## src/rtl/ram_arb_pkg.sv

```systemverilog
// Shared types, constants and the round-robin search helper for ram_arbiter.
// Optional feature macro (used by the top): RAM_ARB_PERF_CNT_EN.
package ram_arb_pkg;

    // Arbitration FSM: free round-robin, or one requester owns the RAM
    typedef enum logic {
        ARB    = 1'b0,
        LOCKED = 1'b1
    } arb_state_e;

    localparam int PERF_CNT_WIDTH = 32;

    // Requester indices are carried at a fixed width covering the largest
    // supported configuration (8 requesters).
    localparam int MAX_REQ = 8;
    localparam int IDX_W   = 3;

    typedef struct packed {
        logic             found;
        logic [IDX_W-1:0] idx;
    } rr_pick_t;

    // First set bit of valid, searching upward from last+1 and wrapping at num_req
    function automatic rr_pick_t rr_pick(input logic [MAX_REQ-1:0] valid,
                                         input logic [IDX_W-1:0]   last,
                                         input int                 num_req);
        rr_pick_t res;
        int       cand;
        res = '0;
        for (int k = 1; k <= MAX_REQ; k++) begin
            cand = (int'(last) + k) % num_req;
            if (k <= num_req && !res.found && valid[cand[IDX_W-1:0]]) begin
                res.found = 1'b1;
                res.idx   = cand[IDX_W-1:0];
            end
        end
        return res;
    endfunction

endpackage

```

## src/rtl/ram_arbiter_rr_priority_picker.sv

```systemverilog
// Combinational rotate/priority-encode used while the arbiter is in ARB.
module rr_priority_picker
    import ram_arb_pkg::*;
#(
    parameter int NUM_REQ = 2
) (
    input  logic [NUM_REQ-1:0] valid_i,
    input  logic [IDX_W-1:0]   last_i,
    output logic               found_o,
    output logic [IDX_W-1:0]   idx_o
);

    logic [MAX_REQ-1:0] valid_ext;
    rr_pick_t           pick;

    // Widen to the package search width and pick the next requester
    always_comb begin
        valid_ext = MAX_REQ'(valid_i);
        pick      = rr_pick(valid_ext, last_i, NUM_REQ);
        found_o   = pick.found;
        idx_o     = pick.idx;
    end

endmodule

```

## src/rtl/ram_arbiter.sv

```systemverilog
// Round-robin arbiter sharing one single-port RAM among NUM_REQ requesters,
// with registered read data and an optional exclusive lock.
// Optional feature: define RAM_ARB_PERF_CNT_EN to add per-requester grant counters.
module ram_arbiter
    import ram_arb_pkg::*;
#(
    parameter int NUM_REQ    = 2,
    parameter int DATA_WIDTH = 32,
    parameter int ADDR_WIDTH = 32
) (
    input  logic                          clk,
    input  logic                          rst,
`ifdef RAM_ARB_PERF_CNT_EN
    output logic [NUM_REQ*PERF_CNT_WIDTH-1:0] perf_grant_cnt,
`endif
    input  logic [NUM_REQ-1:0]            req_valid,
    output logic [NUM_REQ-1:0]            req_ready,
    input  logic [NUM_REQ-1:0]            req_we,
    input  logic [NUM_REQ-1:0]            req_lock,
    input  logic [NUM_REQ*ADDR_WIDTH-1:0] req_addr,
    input  logic [NUM_REQ*DATA_WIDTH-1:0] req_wdata,
    output logic [NUM_REQ-1:0]            rsp_valid,
    output logic [DATA_WIDTH-1:0]         rsp_rdata,
    output logic [ADDR_WIDTH-1:0]         ram_addr,
    output logic [DATA_WIDTH-1:0]         ram_wr_data,
    output logic                          ram_wr_en,
    input  logic [DATA_WIDTH-1:0]         ram_rd_data
);

    arb_state_e             state_q, state_d;
    logic [IDX_W-1:0]       owner_q, owner_d;
    logic [IDX_W-1:0]       last_q, last_d;
    logic [NUM_REQ-1:0]     rsp_valid_q, rsp_valid_d;
    logic [DATA_WIDTH-1:0]  rsp_rdata_q, rsp_rdata_d;

    logic                   pick_found;
    logic [IDX_W-1:0]       pick_idx;
    logic                   found;
    logic [IDX_W-1:0]       winner;
    logic [NUM_REQ-1:0]     grant_oh;
    logic                   sel_we;
    logic                   sel_lock;

    rr_priority_picker #(.NUM_REQ(NUM_REQ)) u_picker (
        .valid_i (req_valid),
        .last_i  (last_q),
        .found_o (pick_found),
        .idx_o   (pick_idx)
    );

    // Winner selection: round-robin in ARB, only the owner while LOCKED
    always_comb begin
        winner = pick_idx;
        found  = pick_found;
        if (state_q == LOCKED) begin
            winner = owner_q;
            found  = 1'b0;
            for (int i = 0; i < NUM_REQ; i++) begin
                if (owner_q == IDX_W'(i)) found = req_valid[i];
            end
        end
    end

    // Grant vector and datapath mux; requester 0 drives the RAM when idle
    always_comb begin
        // NOTE: every output of a combinational block gets a default first so no path leaves it unassigned (which would infer a latch).
        grant_oh    = '0;
        sel_we      = 1'b0;
        sel_lock    = 1'b0;
        ram_addr    = req_addr[ADDR_WIDTH-1:0];
        ram_wr_data = req_wdata[DATA_WIDTH-1:0];
        for (int i = 0; i < NUM_REQ; i++) begin
            if (found && winner == IDX_W'(i)) begin
                grant_oh[i] = 1'b1;
                sel_we      = req_we[i];
                sel_lock    = req_lock[i];
                ram_addr    = req_addr[i*ADDR_WIDTH +: ADDR_WIDTH];
                ram_wr_data = req_wdata[i*DATA_WIDTH +: DATA_WIDTH];
            end
        end
    end

    // A grant is only raised towards a valid requester, so found == handshake
    always_comb begin
        req_ready = grant_oh;
        ram_wr_en = found & sel_we;
        rsp_valid = rsp_valid_q;
        rsp_rdata = rsp_rdata_q;
    end

    // Next-state: pointer, lock FSM and one-cycle read response
    always_comb begin
        state_d     = state_q;
        owner_d     = owner_q;
        last_d      = last_q;
        rsp_valid_d = '0;
        rsp_rdata_d = rsp_rdata_q;
        if (found) begin
            last_d = winner;
            if (!sel_we) begin
                rsp_valid_d = grant_oh;
                rsp_rdata_d = ram_rd_data;
            end
            if (state_q == ARB && sel_lock) begin
                state_d = LOCKED;
                owner_d = winner;
            end else if (state_q == LOCKED && !sel_lock) begin
                state_d = ARB;
            end
        end
    end

    // State registers; reset wins over any handshake in the same cycle
    always_ff @(posedge clk) begin
        // NOTE: sequential state uses non-blocking assignments so every register samples pre-edge values.
        if (rst) begin
            state_q     <= ARB;
            owner_q     <= '0;
            last_q      <= IDX_W'(NUM_REQ - 1);
            rsp_valid_q <= '0;
            rsp_rdata_q <= '0;
        end else begin
            state_q     <= state_d;
            owner_q     <= owner_d;
            last_q      <= last_d;
            rsp_valid_q <= rsp_valid_d;
            rsp_rdata_q <= rsp_rdata_d;
        end
    end

`ifdef RAM_ARB_PERF_CNT_EN
    logic [PERF_CNT_WIDTH-1:0] cnt_q [NUM_REQ];
    logic [PERF_CNT_WIDTH-1:0] cnt_d [NUM_REQ];

    // Saturating per-requester handshake counters
    always_comb begin
        for (int i = 0; i < NUM_REQ; i++) begin
            cnt_d[i] = cnt_q[i];
            if (grant_oh[i] && cnt_q[i] != {PERF_CNT_WIDTH{1'b1}}) cnt_d[i] = cnt_q[i] + 1'b1;
        end
    end

    // Counter registers, cleared by reset
    always_ff @(posedge clk) begin
        for (int i = 0; i < NUM_REQ; i++) begin
            if (rst) cnt_q[i] <= '0;
            else     cnt_q[i] <= cnt_d[i];
        end
    end

    // Flatten counters onto the output port, requester i in slice i
    always_comb begin
        for (int i = 0; i < NUM_REQ; i++) begin
            perf_grant_cnt[i*PERF_CNT_WIDTH +: PERF_CNT_WIDTH] = cnt_q[i];
        end
    end
`endif

endmodule
```

## config.mk

```make
export PLATFORM = sky130hd
export DESIGN_NAME = ram_arbiter
export DESIGN_NICKNAME = d
export VERILOG_FILES = /design/src/rtl/ram_arb_pkg.sv /design/src/rtl/ram_arbiter_rr_priority_picker.sv /design/src/rtl/ram_arbiter.sv
export SDC_FILE = /design/constraint.sdc
export NUM_CORES = 1
export LEC_CHECK = 0
export ABC_CLOCK_PERIOD_IN_PS = 4900
export BUFFER_PORTS_ARGS = -buffer_cell sky130_fd_sc_hd__buf_2
export CORE_ASPECT_RATIO = 0.9
export CORE_MARGIN = 8
export CORE_UTILIZATION = 30
export DETAILED_ROUTE_END_ITERATION = 8
export GPL_ROUTABILITY_DRIVEN = 0
export PLACE_DENSITY = 0.66
export SLEW_MARGIN = 20
export SYNTH_ARGS = -nofsm -noshare
export SYNTH_HDL_FRONTEND = slang
export SYNTH_HIERARCHICAL = 1
export SYNTH_SLANG_ARGS = --single-unit
```

## constraint.sdc

```tcl
create_clock -name clk -period 4.9 [get_ports clk]
set_clock_uncertainty 0.1 [all_clocks]
set_input_delay 0.245 -clock clk [delete_from_list [all_inputs] [get_ports clk]]
set_output_delay 0.245 -clock clk [all_outputs]
set_load 0.005 [all_outputs]
```

==> results.toml, run 1 <==
[timing]
tightestPinTransition_ns = 1.05
slew_headroom = 0.300
fmax_mhz = 310
final_max_slew_viol_count = 0
hold-worst-slack_ns = 0.0926
period_share = 0.659
hold_violations = 0
setup_viol = 0
final.setup.tns_ns = 0
period_needed_ns = 3.23
grt_setup_unrepaired = "false"

[routing]
wire_per_inst_um = 19.1
vias_per_cell = 5.03
wl_met2_um = 6530
top_layer_used = "met4"
remaining_drc_errors = 0
vias = 3469
firstDrtPassIters = 4
drt_iter0_drc = 144
ant_nets = 0
wl_met3_um = 1480
m1WireLength_um = 4850
wl_um = 13200

[grt]
overflow = 0
grt_usage = 0.174
antenna_found_initial = 7
grt_pass1_wl_um = 19200
grt_pass1_vias = 3508
grt_max_degree = 68

[placed_design]
dp_hpwl_um = 10800
port_buffers = 268

[worst_setup_path]
crit_required_ns = 4.55
worstReg2RegEnd = "state_q"
cp_max_fo = 65
worstPathArrival_ns = 2.88
cp-end-kind = "output port"
r2r-start = "state_q"
rr_worst_depth = 6
crit_type = "register to output port"
reg2reg_slack_ns = 2.57
worstSetupStartpointType = "register"
startpoint = "state_q"

[hold_path]
min_path_type = "primary input to register"
min_path_cells = 2
hp-start = "req_we[1]"
min_to = "rsp_valid[1]"

[cts]
cts_tree = "done"
cts_resized = 0
cts-root-buf = "clkbuf_16"
cts_made_buffers = 5
clk_latency_ns = 0.27
cts_setup_buffers = 0
cts_max_level = 2
hold_buffers = 0
cts_sinks = 39
clk_pin_slew_ns = 0.05
cts.path.max_buffers = 2

[pwr]
power_density_mw_per_mm2 = 211
irDropWorstVdd_v = 0.000146
leakage_nw = 2.12

[job]
max_cap_viol_count = 0

[floorplan]
die_x_um = 123
rows = 35
die_h_um = 112
coreArea_mm2 = 0.0101
die-area_mm2 = 0.0138
start_util = 0.305
ioPinCount = 269

[final_layout]
nNetsFinal = 721
drive_gt1_frac = 0.637
syn_to_final_growth_pct = 46.5

[yosys]
avgSynthCellArea_um2 = 9.97
synth_warnings = 6
netlist_instances = 310
synthesis.area_mm2 = 0.00309

[outcome]
status = "completed"
stage by stage:
step	util	instance area, um2	total power [mW]	cells	setup slack [ns]
after floorplan	-	3090	0.512	311	2.86
after global placement	0.432	4370	0.644	674	2.12
after detailed placement	0.432	4370	0.651	674	2.02
after CTS	0.445	4500	0.966	682	1.72
after global routing	0.447	4530	1.01	689	1.50
final	0.447	4530	0.956	689	1.67
power by group:
part | switching, mW | internal [mW]
Combinational | 0.134 | 0.158
Sequential | 0.0122 | 0.340
Clock | 0.124 | 0.188
Total | 0.270 | 0.686
metal layers:
layer,up-vias,global-route usage
met1,1597,0.194
met2,161,0.301
met4,0,0.0698
met3,23,0.0532
met5,-,0
li1,1688,-
cells in the final DEF (no fill, tap or decap), types with 2 or more instances in the layout:
cell	n
mux2_2	15
conb_1	2
dfxtp_1	39
nor4_1	2
o2111ai_1	32
clkbuf_1	2
o21ai_0	2
nor2_1	5
nand2_1	38
mux2_4	51
buf_4	3
o211ai_1	31
clkbuf_16	5
diode_2	7
a21oi_1	7
nand3_1	2
buf_2	268
or3_1	31
worst max-delay path by stage:
| stage | endpoint | slack, ns | cells after the start |
|---|---|---|---|
| 2_1_floorplan | state_q | 2.86 | 6 |
| 3_3_place_gp | ram_wr_data[0] | 2.12 | 8 |
| 3_5_place_dp | ram_wr_data[0] | 2.02 | 6 |
| 4_1_cts | ram_wr_data[0] | 1.72 | 6 |
| 5_1_grt | ram_wr_data[4] | 1.50 | 6 |
| 6_report | ram_wr_data[0] | 1.67 | 6 |
layout make-up:
| class | instances | area, um2 |
|---|---|---|
| Fill cell | 998 | 5590 |
| Multi-Input combinational cell | 233 | 2060 |
| Timing Repair Buffer | 271 | 1360 |
| Sequential cell | 39 | 781 |
| Tap cell | 129 | 161 |
| Clock buffer | 7 | 133 |
| Antenna cell | 7 | 17.5 |
| Inverter | 2 | 7.51 |
| Clock inverter | 1 | 5.00 |
worst max-delay path, cell delays in order (launching register included):
cell     delay (ns)
dfxtp_1        0.44
nor3b_4        0.44
a22oi_4        0.18
nor2_4         0.13
buf_4          0.78
mux2_2         0.43
buf_2          0.14
registers in the layout, indices dropped and copies added, names as in the netlist:
signal     count
last_q         1
owner_q        3
rsp_rdata     32
rsp_valid      2
state_q        1
Power figures use the tool's default switching activity.
==> inputs of run 2 (changes only) <==
Settings changed: ABC_CLOCK_PERIOD_IN_PS 4900 to 3200.
Clock period 4.9 ns to 3.2 ns, I/O delays scaled along.
==> results.toml, run 2 (same netlist as run 1, synthesis figures left out) <==
[placed_design]
port_buffers = 268
postPlaceCellArea_mm2 = 0.00441
dp_hpwl_um = 10600

[cts]
cts_resized = 0
cts_max_level = 2
cts_setup_buffers = 0
cts.path.max_buffers = 2
hold_buffers = 1
cts_sinks = 39
cts_tree = "done"
cts_made_buffers = 5
clk_pin_slew_ns = 0.05
cts-root-buf = "clkbuf_16"
clk_latency_ns = 0.27

[routing]
drt_iter0_drc = 144
vias = 3491
top_layer_used = "met5"
wl_met2_um = 6120
wl_um = 12900
wl_met3_um = 1370
firstDrtPassIters = 4
vias_per_cell = 5.04
remaining_drc_errors = 0
wire_per_inst_um = 18.7
m1WireLength_um = 4880
ant_nets = 0

[timing]
setup_viol = 0
final_max_slew_viol_count = 0
slew_headroom = 0.605
tightestPinTransition_ns = 0.592
grt_setup_unrepaired = "false"
period_needed_ns = 2.67
period_share = 0.835
hold_violations = 0
final.setup.tns_ns = 0
fmax_mhz = 374

[grt]
grt_max_degree = 67
grt_usage = 0.171
grt_pass1_wl_um = 19000
antenna_found_initial = 7
overflow = 0
grt_pass1_vias = 3510

[pwr]
irDropWorstVdd_v = 0.000230
power_density_mw_per_mm2 = 340
netSwitchingFraction = 0.265
power_frac_seq = 0.344
pwr-share-clk = 0.370
p_switching_uw = 415
p_int_mw = 1.15
combinationalPowerShare = 0.287
leakage_nw = 2.17

[worst_setup_path]
crit_type = "register to output port"
worstPathArrival_ns = 2.41
rr_worst_depth = 6
cp_max_fo = 65
worstReg2RegEnd = "state_q"
reg2reg_slack_ns = 0.98
startpoint = "state_q"
critPathCapture = "ram_wr_data[4]"
cp-end-kind = "output port"
worstSetupStartpointType = "register"
crit_required_ns = 2.94
r2r-start = "state_q"

[final_layout]
drive_gt1_frac = 0.641
stdcell_area_mm2 = 0.00461
mostFrequentLayoutCell = "buf_2"
nNetsFinal = 725
syn_to_final_growth_pct = 49.3
final_cell_mix = "buf_2 (268), mux2_4 (51), dfxtp_1 (39)"
largest_reg_flops = 32

[hold_path]
min_path_type = "primary input to register"

[floorplan]
die-area_mm2 = 0.0138
die_h_um = 112
rows = 35
die_x_um = 123
start_util = 0.305
coreArea_mm2 = 0.0101
ioPinCount = 269

[job]
max_cap_viol_count = 0

[outcome]
status = "completed"
[run 2: cell count changes in the layout (fill, tap and decap cells not counted), sizes merged]
cell | previous run | this run
buf | 271 | 274
bufinv | 0 | 1
clkbuf | 7 | 6
diode | 7 | 6
dlygate4sd3 | 0 | 1
[run 2: power by group through the flow]
stage | sequential (mW) | clock [mW] | combinational, mW
2_1_floorplan | 0.551 | 0 | 0.233
5_1_grt | 0.543 | 0.619 | 0.492
3_5_place_dp | 0.549 | 0 | 0.452
3_3_place_gp | 0.548 | 0 | 0.444
6_report | 0.539 | 0.580 | 0.450
4_1_cts | 0.540 | 0.596 | 0.454
[run 2: worst min-delay path by stage]
stage                   end  cells after the start       from
2_1_floorplan  rsp_valid[0]                      1  req_we[0]
3_3_place_gp   rsp_valid[0]                      2  req_we[0]
3_5_place_dp   rsp_valid[0]                      2  req_we[0]
4_1_cts        rsp_valid[1]                      2  req_we[1]
5_1_grt        rsp_valid[1]                      2  req_we[1]
6_report       rsp_valid[1]                      2  req_we[1]
[run 2: routing by layer]
metal	GRT usage	vias to the layer above
met5	0	-
met4	0.0909	2
met3	0.0552	36
met2	0.286	187
met1	0.186	1576
li1	-	1690
[run 2: final cells by class]
class,count,area (um2)
antenna,6,15.0
tap,129,161
inverter,2,7.51
timing repair buffer,275,1420
fill,980,5500
clock inverter,2,35.0
multi-input combinational,233,2050
clock buffer,6,139
sequential,39,781
[run 2: stage by stage]
step	power [mW]	hold WS (ns)	worst slack (ns)	utilization	instances
floorplan	0.784	0.138	1.16	-	311
global placement	0.992	0.283	0.915	0.436	677
detailed placement	1.00	0.280	0.830	0.436	677
CTS	1.59	0.00432	0.530	0.454	686
global route	1.65	0.0297	0.402	0.456	692
finish	1.57	0.0127	0.529	0.456	692
[run 2: critical path, stage by stage (launching register included)]
cell	delay (ns)
dfxtp_1	0.44
nor3b_4	0.42
a22oi_4	0.17
nor2_4	0.16
buf_12	0.36
mux2_2	0.39
buf_2	0.13
==> inputs of run 3 (changes only) <==
Settings changed: ABC_AREA set to 1, ABC_CLOCK_PERIOD_IN_PS 3200 to 2700.
Clock period 3.2 ns to 2.7 ns, I/O delays scaled along.
==> results.toml, run 3 <==
[timing]
final.setup.tns_ns = 0
fmax_mhz = 414
setup_viol = 0
setup_slack_ns = 0.282
slew_headroom = 0.581
tightestPinTransition_ns = 0.629
period_share = 0.895
hold_violations = 0
grt_setup_unrepaired = "false"
period_needed_ns = 2.42
final_max_slew_viol_count = 0
hold-worst-slack_ns = 0.0692

[worst_setup_path]
cp_max_fo = 65
rr_worst_depth = 11
worstPathArrival_ns = 2.18
crit_type = "register to output port"
cp-end-kind = "output port"
crit_required_ns = 2.47
r2r-start = "state_q"
worstSetupStartpointType = "register"
reg2reg_slack_ns = 0.58
worstReg2RegEnd = "owner_q[2]"

[job]
max_cap_viol_count = 0

[routing]
wl_met2_um = 6280
wire_per_inst_um = 13.5
vias = 3841
ant_nets = 0
drt_iter0_drc = 228
top_layer_used = "met5"
firstDrtPassIters = 4
vias_per_cell = 4.16
remaining_drc_errors = 0
m1WireLength_um = 4920
wl_um = 12400
wl_met3_um = 1120

[final_layout]
drive_gt1_frac = 0.385
final_cell_mix = "buf_2 (268), nand2_1 (264), inv_1 (104)"
nNetsFinal = 966
syn_to_final_growth_pct = 47.5
instances_no_fill = 924
diodes = 0
mostFrequentLayoutCell = "buf_2"
largest_reg_flops = 32

[placed_design]
dp_hpwl_um = 10100
place_inst = 915
dpl_worst_slack_ns = 0.487
port_buffers = 268

[pwr]
power_density_mw_per_mm2 = 376
irDropWorstVdd_v = 0.000192
leakage_nw = 3.05
total_power_mw = 1.67

[floorplan]
rows = 34
die_h_um = 111
start_util = 0.310
die-area_mm2 = 0.0136
coreArea_mm2 = 0.00974
die_x_um = 122
ioPinCount = 269

[hold_path]
min_path_type = "primary input to register"
hp-start = "ram_rd_data[2]"
min_to = "rsp_rdata[2]"
min_path_cells = 5

[yosys]
synth_warnings = 6
netlist_instances = 547
synthesis.area_mm2 = 0.00302
avgSynthCellArea_um2 = 5.53

[grt]
grt_pass1_wl_um = 19200
overflow = 0
grt_usage = 0.174
grt_max_degree = 66
antenna_found_initial = 1
grt_pass1_vias = 3693

[outcome]
status = "completed"

[cts]
cts_max_level = 2
cts_made_buffers = 5
clk_latency_ns = 0.28
clk_pin_slew_ns = 0.08
cts_setup_buffers = 0
cts_tree = "done"
cts_sinks = 39
cts.path.max_buffers = 2
cts-root-buf = "clkbuf_8"
-- run 3: through the flow --
step,util,instance area (um2)
floorplan,-,3030
global placement,0.445,4330
detailed placement,0.445,4330
CTS,0.457,4460
global route,0.458,4460
finish,0.458,4460
-- run 3: worst max path at each step --
stage	startpoint	slack (ns)	to	cells after the start
global route	owner_q[0]	0.05	ram_addr[24]	10
finish	state_q	0.28	ram_addr[31]	8
floorplan	last_q[0]	0.72	state_q	13
detailed placement	state_q	0.49	ram_wr_data[30]	10
CTS	state_q	0.16	ram_wr_data[30]	10
global placement	state_q	0.52	ram_wr_data[30]	10
-- run 3: timing repair --
action / CTS / global route
endpoints found under the setup margin: 0 / 20
resized for setup: 0 / 1
endpoints found under the hold margin: 3 / 0
hold buffers: 1 / 0
-- run 3: area by class of cell --
class                      count  area (um2)
fill                        1091        5280
multi-input combinational    369        1610
timing repair buffer         275        1400
sequential                    39         781
inverter                     107         402
tap                          126         158
clock buffer                   5        68.8
clock inverter                 3        43.8
-- run 3: power breakdown --
group | total, mW | leakage (nW) | switching [mW] | internal (mW)
clock network | 0.485 | 0.0581 | 0.210 | 0.275
logic | 0.545 | 2.66 | 0.284 | 0.261
registers | 0.644 | 0.324 | 0.0216 | 0.623
total | 1.67 | 3.05 | 0.516 | 1.16
-- run 3: layer usage --
metal,vias up,GRT usage
li1,2086,-
met1,1587,0.193
met2,151,0.312
met3,15,0.0596
met4,2,0.0353
met5,-,0
-- run 3: critical path, stage by stage, from the launching register on --
cell and delay [ns]:
dfxtp_1 0.47, inv_2 0.11, nand2_1 0.12, nand2_4 0.17, nand2_2 0.13, buf_4 0.52, nand2_1 0.15, nand2_1 0.10
buf_2 0.11
